## config.mk

```make
export PLATFORM = sky130hd
export DESIGN_NAME = pipeline_hazard_ctrl
export DESIGN_NICKNAME = d
export VERILOG_FILES = /design/src/rtl/pipeline_hazard_ctrl.sv
export SDC_FILE = /design/constraint.sdc
export NUM_CORES = 1
export LEC_CHECK = 0
export CAP_MARGIN = 25
export CORE_MARGIN = 4
export CORE_UTILIZATION = 40
export DETAILED_ROUTE_END_ITERATION = 10
export PLACE_DENSITY_LB_ADDON = 0.25
export SYNTH_ARGS = -nofsm -noshare
export SYNTH_HDL_FRONTEND = slang
export SYNTH_SLANG_ARGS = --single-unit
```

## constraint.sdc

```tcl
create_clock -name i_clk -period 2.8 [get_ports i_clk]
set_input_delay 0.28 -clock i_clk [delete_from_list [all_inputs] [get_ports i_clk]]
set_output_delay 0.28 -clock i_clk [all_outputs]
set_load 0.005 [all_outputs]
```

## src/rtl/pipeline_hazard_ctrl.sv

```systemverilog
// Hazard controller for a 5-stage pipeline: load-use bubbles, data-memory wait stalls, redirect flushes.
// Stall/flush/redirect outputs are combinational from the inputs and the current state; counters and the timeout flag are registered.
module pipeline_hazard_ctrl #(
   parameter int N           = 32,
   parameter int IMEM_LAT    = 1,
   parameter int MEM_TIMEOUT = 255
) (
   input  logic         i_clk,
   input  logic         i_arst_n,
   input  logic [4:0]   i_id_rs1_addr,
   input  logic [4:0]   i_id_rs2_addr,
   input  logic         i_id_use_rs1,
   input  logic         i_id_use_rs2,
   input  logic         i_ex_mem_read,
   input  logic [4:0]   i_ex_rd_addr,
   input  logic         i_mem_branch_taken,
   input  logic         i_mem_jump,
   input  logic         i_mem_dmem_req,
   input  logic         i_dmem_ready,
   output logic         o_pc_stall,
   output logic         o_ifid_stall,
   output logic         o_idex_stall,
   output logic         o_exmem_stall,
   output logic         o_ifid_flush,
   output logic         o_idex_flush,
   output logic         o_exmem_flush,
   output logic         o_memwb_flush,
   output logic         o_redirect,
   output logic         o_mem_timeout,
   output logic [N-1:0] o_stall_cycles,
   output logic [15:0]  o_flush_events
);

   typedef enum logic [1:0] {RUN, MEM_WAIT, REDIRECT} state_t;

   localparam logic [2:0]  KILL_INIT = 3'(IMEM_LAT - 1);
   localparam logic [15:0] TMO_LIMIT = 16'(MEM_TIMEOUT);

   state_t      state, state_nxt;
   logic [15:0] wait_cnt, wait_nxt;
   logic [2:0]  kill_cnt, kill_nxt;
   logic        timeout_set;

   logic pc_stall, ifid_stall, idex_stall, exmem_stall;
   logic ifid_flush, idex_flush, exmem_flush, memwb_flush, redirect;

   logic load_use, redir_req, mem_miss;

   assign load_use  = i_ex_mem_read && (i_ex_rd_addr != 5'd0) &&
                      ((i_id_use_rs1 && (i_id_rs1_addr == i_ex_rd_addr)) ||
                       (i_id_use_rs2 && (i_id_rs2_addr == i_ex_rd_addr)));
   assign redir_req = i_mem_branch_taken || i_mem_jump;
   assign mem_miss  = i_mem_dmem_req && !i_dmem_ready;

   always_comb begin
      state_nxt   = state;
      wait_nxt    = wait_cnt;
      kill_nxt    = kill_cnt;
      timeout_set = 1'b0;
      pc_stall    = 1'b0;
      ifid_stall  = 1'b0;
      idex_stall  = 1'b0;
      exmem_stall = 1'b0;
      ifid_flush  = 1'b0;
      idex_flush  = 1'b0;
      exmem_flush = 1'b0;
      memwb_flush = 1'b0;
      redirect    = 1'b0;

      case (state)
         RUN, REDIRECT: begin
            // Default REDIRECT action; overridden below by a newer miss or redirect
            if (state == REDIRECT) begin
               ifid_flush = 1'b1;
               if (kill_cnt <= 3'd1) state_nxt = RUN;
               else                  kill_nxt  = kill_cnt - 3'd1;
            end
            if (mem_miss) begin
               ifid_flush  = 1'b0;
               pc_stall    = 1'b1;
               ifid_stall  = 1'b1;
               idex_stall  = 1'b1;
               exmem_stall = 1'b1;
               memwb_flush = 1'b1;
               state_nxt   = MEM_WAIT;
               wait_nxt    = 16'd1;
            end else if (redir_req) begin
               redirect    = 1'b1;
               ifid_flush  = 1'b1;
               idex_flush  = 1'b1;
               exmem_flush = 1'b1;
               if (IMEM_LAT > 1) begin
                  state_nxt = REDIRECT;
                  kill_nxt  = KILL_INIT;
               end else begin
                  state_nxt = RUN;
               end
            end else if (load_use && (state == RUN)) begin
               pc_stall   = 1'b1;
               ifid_stall = 1'b1;
               idex_flush = 1'b1;
            end
         end
         MEM_WAIT: begin
            if (i_dmem_ready) begin
               state_nxt = RUN;
            end else if (wait_cnt >= TMO_LIMIT) begin
               timeout_set = 1'b1;
               state_nxt   = RUN;
            end else begin
               pc_stall    = 1'b1;
               ifid_stall  = 1'b1;
               idex_stall  = 1'b1;
               exmem_stall = 1'b1;
               memwb_flush = 1'b1;
               wait_nxt    = wait_cnt + 16'd1;
            end
         end
         default: state_nxt = RUN;
      endcase
   end

   // Reset must silence the outputs even though the inputs keep driving the decode
   assign o_pc_stall    = pc_stall    & i_arst_n;
   assign o_ifid_stall  = ifid_stall  & i_arst_n;
   assign o_idex_stall  = idex_stall  & i_arst_n;
   assign o_exmem_stall = exmem_stall & i_arst_n;
   assign o_ifid_flush  = ifid_flush  & i_arst_n;
   assign o_idex_flush  = idex_flush  & i_arst_n;
   assign o_exmem_flush = exmem_flush & i_arst_n;
   assign o_memwb_flush = memwb_flush & i_arst_n;
   assign o_redirect    = redirect    & i_arst_n;

   always_ff @(posedge i_clk or negedge i_arst_n) begin
      if (!i_arst_n) begin
         state          <= RUN;
         wait_cnt       <= 16'd0;
         kill_cnt       <= 3'd0;
         o_mem_timeout  <= 1'b0;
         o_stall_cycles <= '0;
         o_flush_events <= 16'd0;
      end else begin
         state    <= state_nxt;
         wait_cnt <= wait_nxt;
         kill_cnt <= kill_nxt;
         if (timeout_set)
            o_mem_timeout <= 1'b1;
         if (o_pc_stall && (o_stall_cycles != '1))
            o_stall_cycles <= o_stall_cycles + 1'b1;
         if (o_redirect && (o_flush_events != 16'hFFFF))
            o_flush_events <= o_flush_events + 16'd1;
      end
   end

endmodule

```

# ---- Word level (Yosys, flattened, before mapping)
# Cells that the tools add are included.
# Widths: inputs -> output; s select.
dict set report totals {
  out_inout_bits 58
  elab_cells 80
  inputBits 24
  register_bits 70
}
dict set report op_classes {
  addsub 4
  bitwise 6
  n_mux 32
  n_reduce_logical 18
  order_cmp 2
  eq_ne 12
}
# cell n
set op_table {}
lappend op_table {{$mux 16} 3}
lappend op_table {{$add 16x1->16 const B} 2}
lappend op_table {{$add 32x1->32 const B} 1}
lappend op_table {{$ne 32x32->1 const B} 1}
lappend op_table {{$pmux 16 s2} 1}
lappend op_table {{$mux 1} 19}
lappend op_table {{$ge 16x8->1 const B} 1}
lappend op_table {{$ne 16x16->1 const B} 1}
lappend op_table {{$mux 2} 6}
lappend op_table {{$eq 5x5->1} 2}
lappend op_table {{$logic_and 1x1->1} 8}
lappend op_table {{$ne 4x4->1 const B} 2}
lappend op_table {{$ne 2x2->1 const B} 3}
lappend op_table {{$reduce_and 3->1} 2}
lappend op_table {{$and 1x1->1} 5}
lappend op_table {{$reduce_bool 5->1} 1}
lappend op_table {{$pmux 1 s2} 2}
lappend op_table {{$pmux 2 s2} 1}
lappend op_table {{$reduce_and 4->1} 1}
lappend op_table {{$le 3x1->1 const B} 1}
lappend op_table {{$ne 3x3->1 const B} 1}
lappend op_table {{$sub 3x1->3 const B} 1}
lappend op_table {{$eq 2x1->1 const B} 1}
lappend op_table {{$eq 2x2->1 const B} 1}
lappend op_table {{other kinds (6)} 7}

# ---- Logic depth before layout (Yosys ltp)
# Gate-level depths: netlist of run 1.
dict set report logic_depth {
  depth_word 11
  ltp_mapped 8
  depth_no_buf 7
}

# ---- Worst setup path before layout of run 1
# No wires, ideal clock.
dict set report synth_path {
  path_kind {reg2reg}
  startpoint {register o_stall_cycles[0]}
  endpoint {register o_stall_cycles[1]}
  setup_ns 0.127
  stages_incl_launch_ff 8
  arrival_time_ns 2.081
  path_buffers 1
  synth_period_minus_slack_ns 2.208
  path_slack_ns 0.592
  required_ns 2.673
  path_cell_list {dfrtp_1 ha_1 and4_1 nand4_2 or4_1 nand4_2 buf_6 mux2_1}
}
dict set report synth_between {
  elab_chain_cells 2
  word_cells_on_any_way 3
  cone_classes {1 x add/sub; 1 x eq/ne; 1 x reduce/logical}
}
# element line
set synth_rtl {}
lappend synth_rtl {{from (decl)} 30} ;# output logic [N-1:0] o_stall_cycles,
lappend synth_rtl {{from (signal assigned)} 149} ;# o_stall_cycles <= o_stall_cycles + 1'b1;
lappend synth_rtl {{branches (longest 2 deep; another with $add 32x1->32)} n/a}
# Parallel ways; which one is timed is not known.
# A chain may end at the register's enable or synchronous reset.

# ---- Worst setup path after layout of run 1
dict set report layout_path {
  startpoint {register wait_cnt[12]}
  endpoint {output port o_exmem_stall}
}
dict set report layout_between {
  elab_chain_cells 5
}
# element line
set layout_rtl {}
lappend layout_rtl {{from (decl)} 40} ;# logic [15:0] wait_cnt, wait_nxt;
lappend layout_rtl {{from (signal assigned)} 144} ;# wait_cnt <= wait_nxt;
lappend layout_rtl {{$ge 16x8->1} 107} ;# end else if (wait_cnt >= TMO_LIMIT) begin
lappend layout_rtl {{$mux 1} 107}
lappend layout_rtl {{$mux 1} 105} ;# if (i_dmem_ready) begin
lappend layout_rtl {{$pmux 1 s2} 70} ;# case (state)
lappend layout_rtl {{$and 1x1->1} 127} ;# assign o_exmem_stall = exmem_stall & i_arst_n;
lappend layout_rtl {{to (decl)} 23} ;# output logic o_exmem_stall,
# Every way passes these cells.

==> summary.txt, run 1 <==
CTS tree = built
clock root buffer = clkbuf_8
clk sinks = 66
critical path arrival = 2.40 ns
Worst Skew = 0.0130 ns
# port buffers = 81
fin util = 55.3%
Crit-path slowest cell = or4_4
maximum vdd drop = 0.000286 V
vias in the first global route = 2750
Max Fanout on Critical Path = 4
grt ovf = 0
min cycle time layout = 2.68 ns
dominant cell type by area after synthesis = dfrtp_1
Worst Setup Start Kind = flop
Inserted Clock Buffers = 9
via count = 2704
final worst setup slack = 0.119 ns
post-route cell area = 0.00457 mm2
Yosys top cell area share = 48.6%
Least-Margin Pin Slew = 0.732 ns
Syn Area/Cell = 10.4 um2
synthesized area = 0.00340 mm2
Hold Fails Final Rpt = 0
HP Class = in -> async
first-pass GRT wire length = 13.7 mm
drt initial violations = 105
Synth Instances = 328
Site Rows = 33
top_reg_cell synth = dfrtp_1
max-cap violations = 0
initial core utilization = 41.2%
Slew Limit Fails = 0
required time of the critical path = 2.52 ns
share of cells above drive strength 1 = 10.4%
EDFF count, synth = 0
Final nets = 445
all-layer global routing usage = 17.0%
CTS clk-pin slew, worst paths = 0.07 ns
drt wl/cell = 15.1 um
outcome = completed
Placer Congestion = 0.862
Syn Nets = 355
# diodes = 0
Leak = 0.00206 uW
# IOs = 82
kind of critical path = reg -> out
fin crit share = 95.7%
RSZ-0062 raised after global routing = false
setup TNS = 0 ns
pre-CTS setup slack = 0.0795 ns
Die Ht = 100 um
critical path capture point type = output pin
Max Freq = 373 MHz
max incr delay on CP = 0.56 ns
share of async-settable or async-resettable flops after synthesis = 100%
die footprint = 0.0100 mm2
Via density = 5.12
H-tree levels = 3
post-synthesis cell type count = 48
most frequent cells in the layout = 80 x clkdlybuf4s50_1, 66 x dfrtp_1, 40 x xor2_1
commonest non-fill, non-tap cell in the layout = clkdlybuf4s50_1
DRT Pass-1 Iters = 4
flops & latches, synth = 66
worst relative slew slack = 51.1%
ANT nets after route = 0
Clk Latency, worst-skew pair = 0.33 ns
Fin Hold WS = 0.363 ns
endpoints failing setup = 0
Chip Width = 100 um
top post-synthesis cells by area = dfrtp_1 49%, xor2_1 10%, xnor2_1 5.4%
YS warnings = 0
pwr dens = 533 mW/mm2
initial antenna violation count = 0
Area Growth Syn to Fin = 34.3%
DR DRC count = 0
CTS Buffer Depth = 2
Core ar. = 0.00826 mm2
DRT Wirelength = 7.99 mm
placed inst area = 0.00432 mm2
largest net degree at the start of global routing = 46
cells along the critical path = or4_4 -> nor2_4 -> a31oi_1 -> nor2_1 -> and2_4 -> clkdlybuf4s50_1
Seq/Total Area, Yosys = 48.6%
DP Wirelength = 5.86 mm
worst max-delay path, delay by kind of cell (launching register included):
| family | cells | cell delay (ns) |
|---|---|---|
| compound gates | 1 | 0.11 |
| buf+inv | 1 | 0.50 |
| flops | 1 | 0.42 |
| simple gates | 4 | 1.04 |
timing repair:
item	in CTS	in global routing
buffers inserted	0	2
setup endpoints to repair	0	8
gates resized for setup	0	4
endpoints found under the hold margin	7	0
hold buffers	1	0
through the flow:
stage                     instances  total power, uW
after global placement          509             1630
after floorplan                 328             1350
after global routing            528             2570
after CTS                       526             2450
final                           528             2430
after detailed placement        509             1630
sequential cells by signal, summed over array words and instances, names as in the netlist:
signal / count
o_flush_events: 16
wait_cnt: 16
state: 1
o_stall_cycles: 32
o_mem_timeout: 1
report_power, final:
| group | total [uW] | switching (uW) | internal [uW] |
|---|---|---|---|
| Combinational | 463 | 182 | 281 |
| Sequential | 1160 | 120 | 1040 |
| Clock | 810 | 349 | 461 |
| Total | 2430 | 651 | 1780 |
final cells by class:
type / instances / area, um2
Fill cell: 733 / 3690
Multi-Input combinational cell: 246 / 1680
Sequential cell: 66 / 1650
Timing Repair Buffer: 91 / 896
Clock buffer: 14 / 163
Tap cell: 105 / 131
Clock inverter: 2 / 35.0
Inverter: 4 / 15.0
kinds of logic (layout without fill, tap and decap cells):
group,count (synthesis),in the layout,synth area share [%]
XOR/XNOR,61,61,15.7
AO/OA/AOI/OAI,26,26,5.52
AND/OR/NAND/NOR,153,153,25.4
buffers and inverters,16,111,2.72
multiplexers,3,3,0.994
adder cells (fa/ha/maj),3,3,1.10
flip-flops,66,66,48.6
metal layers:
metal | global-route usage, % | vias to the layer above | routed length [um]
li1 | - | 1334 | -
met1 | 24.8 | 1306 | 3970
met2 | 24.7 | 57 | 3530
met3 | 5.28 | 7 | 417
met4 | 4.35 | 0 | 68
met5 | 0 | - | 0
final timing paths:
| check | from | to | slack [ns] | cells after the start |
|---|---|---|---|---|
| worst max-delay path | wait_cnt[12]$_DFFE_PN0P_ | o_exmem_stall | 0.12 | 6 |
| worst min-delay path | i_arst_n | wait_cnt[4]$_DFFE_PN0P_ | 0.36 | 2 |
| min in group i_clk | o_mem_timeout$_DFFE_PN0P_ | o_mem_timeout$_DFFE_PN0P_ | 0.48 | 1 |
| max in group asynchronous | i_arst_n | o_stall_cycles[16]$_DFFE_PN0P_ | 1.57 | 3 |
| worst min register to register | o_mem_timeout$_DFFE_PN0P_ | o_mem_timeout$_DFFE_PN0P_ | 0.48 | 1 |
| worst max register to register | o_stall_cycles[0]$_DFFE_PN0P_ | o_stall_cycles[1]$_DFFE_PN0P_ | 0.39 | 7 |
cells in the mapped netlist, types with 3 or more instances:
cell / number
and4_1: 6
ha_1: 3
nand2_1: 26
a31oi_1: 5
and3_1: 12
clkbuf_1: 3
and2_1: 4
dfrtp_1: 66
xnor2_1: 21
buf_4: 6
xor2_1: 40
nor3_2: 5
nor4_1: 10
and2_0: 3
a21oi_1: 4
nand3_1: 17
nor2_1: 31
o21ai_0: 3
nor3_1: 9
nor2b_1: 3
nand4_1: 12
inv_1: 4
(Power assumes the default switching activity.)
==> run 2, diff against run 1 <==
- CAP_MARGIN: 25 -> default
- SKIP_LAST_GASP: default -> 1
==> results of run 2 <==
Same layout as run 1: the final DEF is identical, and so are final timing and power.
==> run 3, diff against run 2 <==
- CORE_ASPECT_RATIO: default -> 0.75
- SKIP_CTS_REPAIR_TIMING: default -> 1
==> run 3 against run 2 <==
Global-route usage increased by 0.60 points. Combinational power about the same. Via count increased by 1.4%. Clock-buffer cell count decreased by 3. Sequential share of layout area decreased by 1.2 points. Critical path depth increased by 2. Cell area increased by 3.5%. Routed wire length increased by 3.8%. Critical endpoint is now o_pc_stall. Largest power group is now the clock network.
==> summary.txt, run 3 (synthesis gave the netlist of run 1 again) <==
Least-Margin Pin Slew = 0.827 ns
all-layer global routing usage = 17.6%
placed insts = 512
clk sinks = 66
DRT Pass-1 Iters = 4
Final nets = 447
Hold Fails Final Rpt = 0
critical path capture point type = output pin
Clk Latency, worst-skew pair = 0.33 ns
cells along the critical path = clkdlybuf4s50_1 -> xor2_1 -> nor4_1 -> buf_4 -> a221o_1 -> nand3_2 -> inv_1 -> clkdlybuf4s50_1
Chip Width = 114 um
grt ovf = 0
Die Ht = 87.8 um
clock root buffer = clkbuf_16
CTS Buffer Depth = 2
Reg with most FFs = o_stall_cycles
Inserted Clock Buffers = 9
Levels on crit path = 8
DRT Wirelength = 8.29 mm
max incr delay on CP = 0.50 ns
worst relative slew slack = 44.9%
largest net degree at the start of global routing = 66
critical path arrival = 2.43 ns
endpoints failing setup = 0
final worst setup slack = 0.0884 ns
pwr dens = 625 mW/mm2
commonest non-fill, non-tap cell in the layout = clkdlybuf4s50_1
Top delay family on crit path = buffers and inverters
share of cells above drive strength 1 = 11.1%
min cycle time layout = 2.71 ns
CP dominant cell by count = clkdlybuf4s50_1
# IOs = 82
# diodes = 0
initial core utilization = 42.0%
Placer Congestion = 0.852
drt wl/cell = 15.6 um
Area Growth Syn to Fin = 39.0%
Slew Limit Fails = 0
first-pass GRT wire length = 13.9 mm
Leak = 0.00214 uW
maximum vdd drop = 0.000383 V
initial antenna violation count = 0
Core ar. = 0.00809 mm2
H-tree levels = 3
pre-CTS setup slack = 0.0963 ns
Worst Skew = 0.00470 ns
Crit-path slowest cell = clkdlybuf4s50_1
max-cap violations = 0
Max Freq = 369 MHz
drt initial violations = 105
setup TNS = 0 ns
most frequent cells in the layout = 80 x clkdlybuf4s50_1, 66 x dfrtp_1, 40 x xor2_1
r2r setup slk = 0.43 ns
vias in the first global route = 2823
Worst Setup Start Kind = input port
CTS clk-pin slew, worst paths = 0.05 ns
Site Rows = 28
worst r2r dst = o_stall_cycles[1]$_DFFE_PN0P_
CTS tree = built
Via density = 5.17
via count = 2742
final non-filler cell total = 530
biggest regs = o_stall_cycles: 32 flops, o_flush_events: 16 flops, wait_cnt: 16 flops
die footprint = 0.0101 mm2
WP buf/inv = 4
fin crit share = 96.8%
HP Class = in -> async
DR DRC count = 0
ANT nets after route = 0
# port buffers = 81
outcome = completed
worst r2r src = o_stall_cycles[0]$_DFFE_PN0P_
DP Wirelength = 6.00 mm
kind of critical path = in -> out
Max Fanout on Critical Path = 3
required time of the critical path = 2.52 ns
max FFs per register = 32
r2r worst-path depth = 7
-- run 3: changes by cell type in the layout (fill, tap and decap cells not counted) --
| cell | previous run | this run |
|---|---|---|
| a211oi_2 | 1 | 0 |
| a211oi_1 | 0 | 1 |
| clkbuf_1 | 3 | 0 |
| clkinv_2 | 1 | 2 |
| clkbuf_16 | 0 | 9 |
| nor4_1 | 8 | 9 |
| nor4_2 | 2 | 1 |
| clkbuf_8 | 11 | 2 |
| bufinv_16 | 1 | 3 |
| buf_4 | 8 | 10 |
-- run 3: worst max-delay path by stage --
stage / to / startpoint
finish: o_pc_stall / i_ex_rd_addr[2]
global route: o_memwb_flush / wait_cnt[8]$_DFFE_PN0P_
CTS: o_memwb_flush / wait_cnt[8]$_DFFE_PN0P_
detailed placement: o_idex_flush / i_ex_rd_addr[3]
global placement: o_pc_stall / i_ex_rd_addr[2]
floorplan: o_stall_cycles[1]$_DFFE_PN0P_ / o_stall_cycles[0]$_DFFE_PN0P_
-- run 3: metrics by stage --
| step | area, um2 | power [uW] | utilization (%) | hold slack (ns) |
|---|---|---|---|---|
| final | 4730 | 2960 | 58.4 | 0.319 |
| after global routing | 4730 | 3090 | 58.4 | 0.321 |
| after CTS | 4700 | 2980 | 58.1 | -0.237 |
| after detailed placement | 4350 | 1640 | 53.7 | 0.113 |
| after global placement | 4350 | 1630 | 53.7 | 0.115 |
| after floorplan | 3400 | 1350 | - | -0.0156 |
-- run 3: report_power, final --
group | leakage (uW) | total [uW] | switching, uW | internal [uW]
Sequential | 0.000897 | 1170 | 125 | 1040
Clock | 0.000176 | 1330 | 412 | 915
Combinational | 0.00107 | 463 | 182 | 282
-- run 3: area by class of cell --
class | instances | area, um2
timing repair buffer | 93 | 911
tap | 105 | 131
inverter | 4 | 15.0
sequential | 66 | 1650
multi-input combinational | 246 | 1660
clock inverter | 5 | 100
fill | 702 | 3370
clock buffer | 11 | 253
-- run 3: worst reg2reg max path, delay by kind of cell (launching register included) --
kind | cells | cell delay [ns]
simple gates | 4 | 1.08
fa+ha+maj | 1 | 0.24
buf+inv | 1 | 0.17
flops | 1 | 0.41
mux | 1 | 0.34
-- run 3: layer usage --
metal / part of all wire (%) / track usage (%) / wire length, um
met5: 0 / 0 / 0
met4: 0.93 / 5.93 / 77
met3: 5.6 / 6.01 / 468
met2: 45 / 26.1 / 3710
met1: 49 / 24.2 / 4030
